**config.mk**
```make
export PLATFORM = sky130hd
export DESIGN_NAME = piano_key_select
export DESIGN_NICKNAME = d
export VERILOG_FILES = /design/src/rtl/piano_pkg.sv /design/src/rtl/piano_key_debounce.sv /design/src/rtl/piano_key_select.sv
export SDC_FILE = /design/constraint.sdc
export NUM_CORES = 1
export LEC_CHECK = 0
export CORE_ASPECT_RATIO = 0.8
export CORE_MARGIN = 5
export CORE_UTILIZATION = 30
export DETAILED_ROUTE_END_ITERATION = 8
export HOLD_SLACK_MARGIN = 0.08
export PLACE_DENSITY = 0.44
export SLEW_MARGIN = 5
export SYNTH_ARGS = -nofsm -noshare
export SYNTH_HDL_FRONTEND = slang
export SYNTH_SLANG_ARGS = --single-unit
```
**constraint.sdc**
```tcl
create_clock -name clk -period 2.65 [get_ports clk]
set_input_delay 0.3975 -clock clk [delete_from_list [all_inputs] [get_ports clk]]
set_output_delay 0.3975 -clock clk [all_outputs]
set_load 0.03 [all_outputs]
```
**src/rtl/piano_pkg.sv**
```systemverilog
// Shared constants for the piano tone generator: clock rate, terminal-count
// width, per-note half-period terminal counts and note index names.
package piano_pkg;

   localparam int CLK_HZ = 50_000_000;
   localparam int TCW    = 19;

   typedef enum logic [2:0] {
      NOTE_C4 = 3'd0,
      NOTE_D4 = 3'd1,
      NOTE_E4 = 3'd2,
      NOTE_F4 = 3'd3,
      NOTE_G4 = 3'd4,
      NOTE_A4 = 3'd5,
      NOTE_B4 = 3'd6,
      NOTE_C5 = 3'd7
   } note_e;

   typedef enum logic {
      ST_IDLE = 1'b0,
      ST_PLAY = 1'b1
   } state_e;

   // round(CLK_HZ / (2 * f_note)); the divider counts 0..TC and toggles on wrap
   localparam logic [TCW-1:0] NOTE_TC [8] = '{
      19'd95556,  // C4
      19'd85131,  // D4
      19'd75843,  // E4
      19'd71586,  // F4
      19'd63776,  // G4
      19'd56818,  // A4
      19'd50619,  // B4
      19'd47778   // C5
   };

endpackage

```
**src/rtl/piano_key_debounce.sv**
```systemverilog
// Single-key conditioner: 2-FF synchroniser, stability counter and stable
// level, plus one-cycle press/release pulses derived from the stable level.
module key_debounce #(
   parameter int DEB_CYCLES = 500000
) (
   input  logic clk,
   input  logic rst,
   input  logic key_i,
   output logic stable_o,
   output logic press_o,
   output logic release_o
);

   localparam int CNTW = (DEB_CYCLES > 1) ? $clog2(DEB_CYCLES) : 1;
   localparam logic [CNTW-1:0] CNT_LAST = CNTW'(DEB_CYCLES - 1);

   logic            sync1_q, sync2_q;
   logic            stable_q, stable_prev_q;
   logic [CNTW-1:0] cnt_q;

   // Synchronise the raw level, then accept a change only after it has been
   // seen continuously for DEB_CYCLES samples; any agreement restarts the count.
   always_ff @(posedge clk) begin
      if (rst) begin
         sync1_q       <= 1'b0;
         sync2_q       <= 1'b0;
         stable_q      <= 1'b0;
         stable_prev_q <= 1'b0;
         cnt_q         <= '0;
      end else begin
         sync1_q       <= key_i;
         sync2_q       <= sync1_q;
         stable_prev_q <= stable_q;
         if (sync2_q == stable_q) begin
            cnt_q <= '0;
         end else if (cnt_q == CNT_LAST) begin
            stable_q <= sync2_q;
            cnt_q    <= '0;
         end else begin
            cnt_q <= cnt_q + 1'b1;
         end
      end
   end

   assign stable_o  = stable_q;
   assign press_o   = stable_q & ~stable_prev_q;
   assign release_o = ~stable_q & stable_prev_q;

endmodule

```
**src/rtl/piano_key_select.sv**
```systemverilog
// Key arbiter: debounces every key and selects one note using
// last-pressed-wins, with fallback to the lowest held key on release.
module piano_key_select #(
   parameter int NKEYS      = 8,
   parameter int DEB_CYCLES = 500000,
   parameter int TCW        = piano_pkg::TCW
) (
   input  logic             clk,
   input  logic             rst,
   input  logic [NKEYS-1:0] keys,
   output logic             note_on,
   output logic [2:0]       note_idx,
   output logic [TCW-1:0]   half_period,
   output logic             note_strobe
);

   import piano_pkg::*;

   logic [NKEYS-1:0] stable, press, rls;

   for (genvar g = 0; g < NKEYS; g++) begin : g_key
      key_debounce #(.DEB_CYCLES(DEB_CYCLES)) u_deb (
         .clk       (clk),
         .rst       (rst),
         .key_i     (keys[g]),
         .stable_o  (stable[g]),
         .press_o   (press[g]),
         .release_o (rls[g])
      );
   end

   function automatic logic [2:0] lowest(input logic [NKEYS-1:0] v);
      logic [2:0] r;
      r = '0;
      for (int i = NKEYS - 1; i >= 0; i--) begin
         if (v[i]) r = 3'(i);
      end
      return r;
   endfunction

   state_e           state_q, state_d;
   logic [2:0]       idx_q, idx_d;
   logic [TCW-1:0]   hp_q, hp_d;
   logic             strobe_q, strobe_d;

   // Arbitration: a new press always wins; releasing the active key falls
   // back to the lowest held key, or goes idle when nothing is held.
   // In idle the last index is kept so only note_on and half_period move.
   always_comb begin
      state_d = state_q;
      idx_d   = idx_q;
      case (state_q)
         ST_IDLE: begin
            if (|press) begin
               state_d = ST_PLAY;
               idx_d   = lowest(press);
            end
         end
         ST_PLAY: begin
            if (|press) begin
               idx_d = lowest(press);
            end else if (rls[idx_q]) begin
               if (|stable) idx_d = lowest(stable);
               else         state_d = ST_IDLE;
            end
         end
         default: state_d = ST_IDLE;
      endcase
      strobe_d = (state_d != state_q) || (idx_d != idx_q);
      hp_d     = (state_d == ST_PLAY) ? TCW'(NOTE_TC[idx_d]) : '0;
   end

   // Output registers; everything returns to silence on reset.
   always_ff @(posedge clk) begin
      if (rst) begin
         state_q  <= ST_IDLE;
         idx_q    <= '0;
         hp_q     <= '0;
         strobe_q <= 1'b0;
      end else begin
         state_q  <= state_d;
         idx_q    <= idx_d;
         hp_q     <= hp_d;
         strobe_q <= strobe_d;
      end
   end

   assign note_on     = (state_q == ST_PLAY);
   assign note_idx    = idx_q;
   assign half_period = hp_q;
   assign note_strobe = strobe_q;

endmodule
```
# --- Word level (Yosys, flattened, before mapping) ---
# Memories as Yosys holds them, arrays and structs flattened. A register that Yosys moved wholly into a read port is not among the register bits.
# Cells that the tools add are included.
word_totals:
  word_cells: 162
  inputBits: 10
  out_inout_bits: 24
  mem_bits_ro: 152
  memories: 1
  reg_bits: 189
op_classes:
  muxes: 28
  add_sub_neg: 8
  order_cmp: 1
  bitwise: 43
  reduce_logical: 20
  n_eq_ne: 18
mem_list:
  columns: ["memory", "depth", "word_bits", "read_ports", "rd_clocked_by_memory_dff", "write_ports", "line_no", "source"]
  rows:
  - ["(name not given)", 8, 19, 1, 1, 0, "piano_key_select.sv:70", "hp_d = (state_d == ST_PLAY) ? TCW'(NOTE_TC[idx_d]) : '0;"]
ops:
  columns: ["op", "n"]
  rows:
  - ["$add 19x1->19 const B", 8]
  - ["$eq 19x19->1 const B", 8]
  - ["$mux 3", 20]
  - ["$not 1->1", 26]
  - ["$reduce_or 3->1", 8]
  - ["$and 1x1->1", 16]
  - ["$reduce_and 2->1", 8]
  - ["$reduce_or 8->1", 2]
  - ["$eq 1x1->1", 8]
  - ["$pmux 3 s2", 1]
  - ["$mux 1", 5]
  - ["$lt 3x4->1 const B", 1]
  - ["$not 3->4", 1]
  - ["$bmux 1 s3", 1]
  - ["$ne 3x3->1", 1]
  - ["$pmux 1 s2", 1]
  - ["$reduce_or 2->1", 1]
  - ["$logic_or 1x1->1", 1]
  - ["$ne 1x1->1", 1]

# --- Depth between registers and ports, before layout ---
# Gate-level depths: netlist (run 1).
logic_depth:
  ltp_word: 14
  mapped_depth: 12
  mapped_depth_nobuf: 10

# --- Modules after synthesis ---
# From an unflattened synthesis (run 1), not the netlist that was laid out.
hier_totals:
  cells_unflattened: 1017
  area_unflattened_um2: 9395.3
modules_own_cells:
  columns: ["module", "seq_area_each_um2", "cells_each", "n_inst", "area_per_inst_um2"]
  rows:
  - ["key_debounce at g_key[0].u_deb ...", 460.4, 110, 7, 1006.0]
  - ["piano_key_select", 440.4, 133, 1, 1243.7]
  - ["key_debounce at g_key[7].u_deb", 460.4, 114, 1, 1109.8]

# --- Worst setup path before layout (run 1) ---
# Ideal clock, no wire load.
synth_path:
  kind: "register to register"
  start: "register idx_q[1], in the netlist note_idx[1]"
  end: "register hp_q[12], in the netlist half_period[12]"
  path_stages_with_launch: 12
  arrival_ns: 2.892
  setup_time_ns: 0.120
  n_path_buf: 1
  synth_period_minus_slack_ns: 3.012
  slack_ns: -0.362
  required_time_ns: 2.530
  path_cell_list: "dfxtp_1 buf_6 and4b_1 or4_4 a32oi_2 mux2_1 a21oi_2 inv_1 ha_1 inv_1 o21ai_1 a21oi_1"
synth_between:
  elab_cells_between_ends: 13
  cone_classes: "mux: 10; bitwise: 2; reduce/logical: 1"
synth_lines:
  columns: ["element", "line_no", "source"]
  rows:
  - ["from (decl)", "piano_key_select.sv:42", "logic [2:0] idx_q, idx_d;"]
  - ["from (signal assigned)", "piano_key_select.sv:82", "idx_q <= idx_d;"]
  - ["$bmux 1 s3", "piano_key_select.sv:62", "end else if (rls[idx_q]) begin"]
  - ["$mux 1 (not written as such)", "piano_key_select.sv:62", null]
  - ["$mux 3", "piano_key_select.sv:62", null]
  - ["$mux 3", "piano_key_select.sv:60", "if (|press) begin"]
  - ["$pmux 3 s2", "piano_key_select.sv:52", "case (state_q)"]
  - ["via idx_d[0]", "piano_key_select.sv:42", null]
  - ["$not 3->4 (not written as such)", "piano_key_select.sv:70", null]
  - ["to (decl)", "piano_key_select.sv:43", "logic [TCW-1:0] hp_q, hp_d;"]
# The timed path passes the listed nets, and every way through them passes these cells. The select of a mux whose other input is x is not followed.
# A chain may end at the register's enable or synchronous reset.

# --- Worst setup path after layout (run 1) ---
layout_path:
  start: "register idx_q[1], in the netlist note_idx[1]"
  end: "register hp_q[8], in the netlist half_period[8]"
# Same word-level chain as after synthesis.

==> impl_metrics.env, run 1 <==
export IMPL_outcome="finished, final reports clean"
export IMPL_drt_iter0_markers=218
export IMPL_die_h_um=162.7
export IMPL_power_mw=6.225
export IMPL_final_cells=1429
export IMPL_antenna_found_initial=0
export IMPL_rr_endpoint="half_period[8]"
export IMPL_finalSetupViolations=0
export IMPL_max_slew_worst_pin_slew_ps=667.4
export IMPL_netlist_instances=989
export IMPL_gp_congestion=0.7455
export IMPL_path_buf_inv=2
export IMPL_clock_latency_ps=510
export IMPL_ir_worst_vdd_uv=371.7
export IMPL_coreArea_sq_um=28490
export IMPL_synth_distinct_cells=57
export IMPL_antennaDiodeCount=0
export IMPL_clkPwrFrac_pct=48.8
export IMPL_drive_gt1_share_pct=7.932
export IMPL_hp_class="in2reg"
export IMPL_synth_area_leaders="dfxtp_1 47%, nor2_1 8.8%, xor2_1 8.3%"
export IMPL_final_hold_viol_count=0
export IMPL_crit_path_max_incr_delay_ps=560
export IMPL_clock_fmax_ghz=0.3905
export IMPL_nFillCells=2962
export IMPL_path_delay_family="simple AND/OR/NAND/NOR gates"
export IMPL_p_int_mw=4.910
export IMPL_nNetsFinal=1067
export IMPL_holdCritStartpoint="rst"
export IMPL_setup_tns_ps=0
export IMPL_htree_levels=1
export IMPL_synth_ff_latch_count=206
export IMPL_root_buffer="clkbuf_16"
export IMPL_r2r_cells=10
export IMPL_grt_max_degree=24
export IMPL_cts_buffer_depth=3
export IMPL_hold_depth=2
export IMPL_grt_pass1_wl_um=29370
export IMPL_yosysTopAreaCell="dfxtp_1"
export IMPL_cts_sinks=206
export IMPL_io_pins=34
export IMPL_pwr_share_seq_pct=50.1
export IMPL_timing_setup_critical_path_class="reg2reg"
export IMPL_grt_pass1_vias=6085
export IMPL_placed_cells=1386
export IMPL_final_util_pct=36.32
export IMPL_finalCritPeriodShare_pct=96.65
export IMPL_rsz0062_at_grt="true"
export IMPL_wl_per_cell_um=11.84
export IMPL_fin_area_sq_um=10350
export IMPL_critPathMaxFanout=9
export IMPL_hold_buffers=0
export IMPL_initial_utilization_pct=30.69
export IMPL_timing_critical_path_slowest_stage_cell="or4_4"
export IMPL_path_cells="nor4bb_1, or4_4, a32oi_4, mux2_4, a21oi_4, inv_2, ha_4, inv_1, o21ai_2, a21oi_1"
export IMPL_grt_ovfl_total=0
export IMPL_rrSetupSlack_ps=90
export IMPL_critPathArrivalTime_ps=2950
export IMPL_die_x_um=200.9
export IMPL_p_switching_mw=1.315
export IMPL_port_buffers=31
export IMPL_slew_violations=0
export IMPL_power_frac_comb_pct=1.2
export IMPL_hpwl_um=11590
export IMPL_drcViolationCount=0
export IMPL_die_area_sq_um=32680
export IMPL_fin_crit_ps=2561
export IMPL_critPathRequiredTime_ps=3040
export IMPL_slew_headroom_pct=55.50
export IMPL_yosysTopAreaCellShare_pct=47.17
export IMPL_regToRegStartpoint="note_idx[1]"
export IMPL_syn_area_sq_um=8742
export IMPL_end_kind="register"
export IMPL_synth_seq_area_share_pct=47.17
export IMPL_place_area_sq_um=9599
export IMPL_finClkSkew_ps=9.878
export IMPL_critPathLaunchType="register"
export IMPL_hold_path_endpoint="note_idx[2]"
export IMPL_synth_avg_cell_area_sq_um=8.839
export IMPL_synth_edff_count=0
export IMPL_placementRows=55
export IMPL_drtPass1Iterations=4
export IMPL_ant_nets=0
export IMPL_p_leak_nw=3.501
export IMPL_via_count=6359
export IMPL_ys_warn_count=0
export IMPL_cts_buffers=23
export IMPL_grt_use_total_pct=10.35
export IMPL_p_sw_share_pct=21.12
export IMPL_maxCapViolations=0
export IMPL_drt_wl_total_um=16920
export IMPL_clk_pin_slew_worst_paths_ps=60
export IMPL_vias_per_cell=4.450
export IMPL_syn_to_final_growth_pct=18.35
export IMPL_cts_tree="yes"
export IMPL_synthFlopType="dfxtp_1"
export IMPL_ys_top_cells_by_count="206 x dfxtp_1, 206 x nor2_1, 83 x xor2_1, 69 x nand2_1, 61 x nand3_1"
export IMPL_powerDensity_nw_per_um2=601.7
export IMPL_async_flop_share_pct=0
## flip-flops by register name (all words and copies together), names as in the netlist
register                   cells
g_key.u_deb.sync1_q            8
half_period                   17
g_key.u_deb.stable_prev_q      8
note_on                        1
g_key.u_deb.sync2_q            8
note_idx                       3
g_key.u_deb.cnt_q            152
note_strobe                    1
g_key.u_deb.stable_o           8
## how the worst max path moves through the flow
stage | depth (start not counted) | slack, ps | to | from
after floorplan | 11 | 20 | half_period[12] | note_idx[0]
after global placement | 10 | 80 | half_period[12] | note_idx[1]
after detailed placement | 10 | 90 | half_period[8] | note_idx[1]
after CTS | 10 | 70 | half_period[12] | note_idx[1]
after global routing | 10 | -10 | half_period[12] | note_idx[1]
final | 10 | 90 | half_period[8] | note_idx[1]
## cell type report
type                       instances  area (sq um)  share of cell area, %
clock inverter                     6         33.78                 0.3265
multi-input combinational        727          4414                  42.67
timing repair buffer              61         530.5                  5.128
inverter                          24         90.09                 0.8707
sequential                       206          4133                  39.94
tap                              370         462.9                  4.475
clock buffer                      35         681.9                  6.591
## worst reg2reg max path: stages (launching register included)
cell	delay (ps)
dfxtp_4	380
nor4bb_1	140
or4_4	560
a32oi_4	260
mux2_4	340
a21oi_4	160
inv_2	80
ha_4	290
inv_1	60
o21ai_2	120
a21oi_1	50
## layout by cell type, fill, tap and decap left out, types with 12 or more instances in the layout
| cell type | instances |
|---|---|
| nand4_1 | 23 |
| or3_1 | 15 |
| nor2b_1 | 37 |
| a21oi_1 | 18 |
| nand2_1 | 69 |
| nor2_1 | 206 |
| xnor2_1 | 56 |
| clkdlybuf4s50_1 | 30 |
| ha_1 | 13 |
| and3_1 | 30 |
| o21ai_0 | 13 |
| clkbuf_16 | 24 |
| dfxtp_1 | 203 |
| inv_1 | 22 |
| xor2_1 | 83 |
| mux2i_1 | 12 |
| nand3_1 | 61 |
| buf_4 | 30 |
## routing by layer
| metal | GRT usage, % | part of all wire, % | routed length (um) | vias up |
|---|---|---|---|---|
| met5 | 0 | 0 | 0 | - |
| met4 | 2.564 | 2.3 | 381 | 0 |
| met3 | 2.210 | 3.3 | 561 | 27 |
| met2 | 15.53 | 41 | 6860 | 52 |
| met1 | 15.16 | 54 | 9118 | 2880 |
| li1 | - | - | - | 3400 |
## stage by stage
step / worst slack [ps] / hold WS (ps)
2_1_floorplan: 16.49 / 413.2
3_3_place_gp: 83.00 / 422.0
3_5_place_dp: 87.05 / 423.1
4_1_cts: 66.48 / 343.9
5_1_grt: -11.66 / 374.9
6_report: 88.86 / 339.9
## cells by family (layout without fill, tap and decap cells)
group / after synthesis / in the layout / synth area share, %
multiplexers: 14 / 14 / 1.760
XOR/XNOR: 139 / 139 / 13.93
buffers and inverters: 57 / 126 / 2.819
adder cells (fa/ha/maj): 14 / 14 / 2.004
other: 1 / 2 / 0.04290
flip-flops: 206 / 206 / 47.17
AND/OR/NAND/NOR: 504 / 504 / 28.32
AO/OA/AOI/OAI: 54 / 54 / 3.950
## power by group through the flow
| stage | clock [mW] | combinational [mW] | sequential, mW |
|---|---|---|---|
| 2_1_floorplan | 0 | 0.0449 | 3.18 |
| 3_3_place_gp | 0 | 0.0752 | 3.19 |
| 3_5_place_dp | 0 | 0.0746 | 3.19 |
| 4_1_cts | 3.16 | 0.0749 | 3.12 |
| 5_1_grt | 3.30 | 0.0822 | 3.12 |
| 6_report | 3.04 | 0.0721 | 3.12 |
## timing repair
| action | CTS | global route |
|---|---|---|
| gates resized for setup | 0 | 3 |
| endpoints found under the setup margin | 0 | 4 |
| buffers inserted | 0 | 2 |
Note: power is estimated with default switching activity, not from simulation.
==> run 2: changes to the inputs <==
--- a/config.mk
+++ b/config.mk
@@ -15,3 +15,4 @@
 export SYNTH_ARGS = -nofsm -noshare
 export SYNTH_HDL_FRONTEND = slang
 export SYNTH_SLANG_ARGS = --single-unit
+export TNS_END_PERCENT = 50
==> results of run 2 <==
Final layout, timing and power as in run 1 (identical DEF).
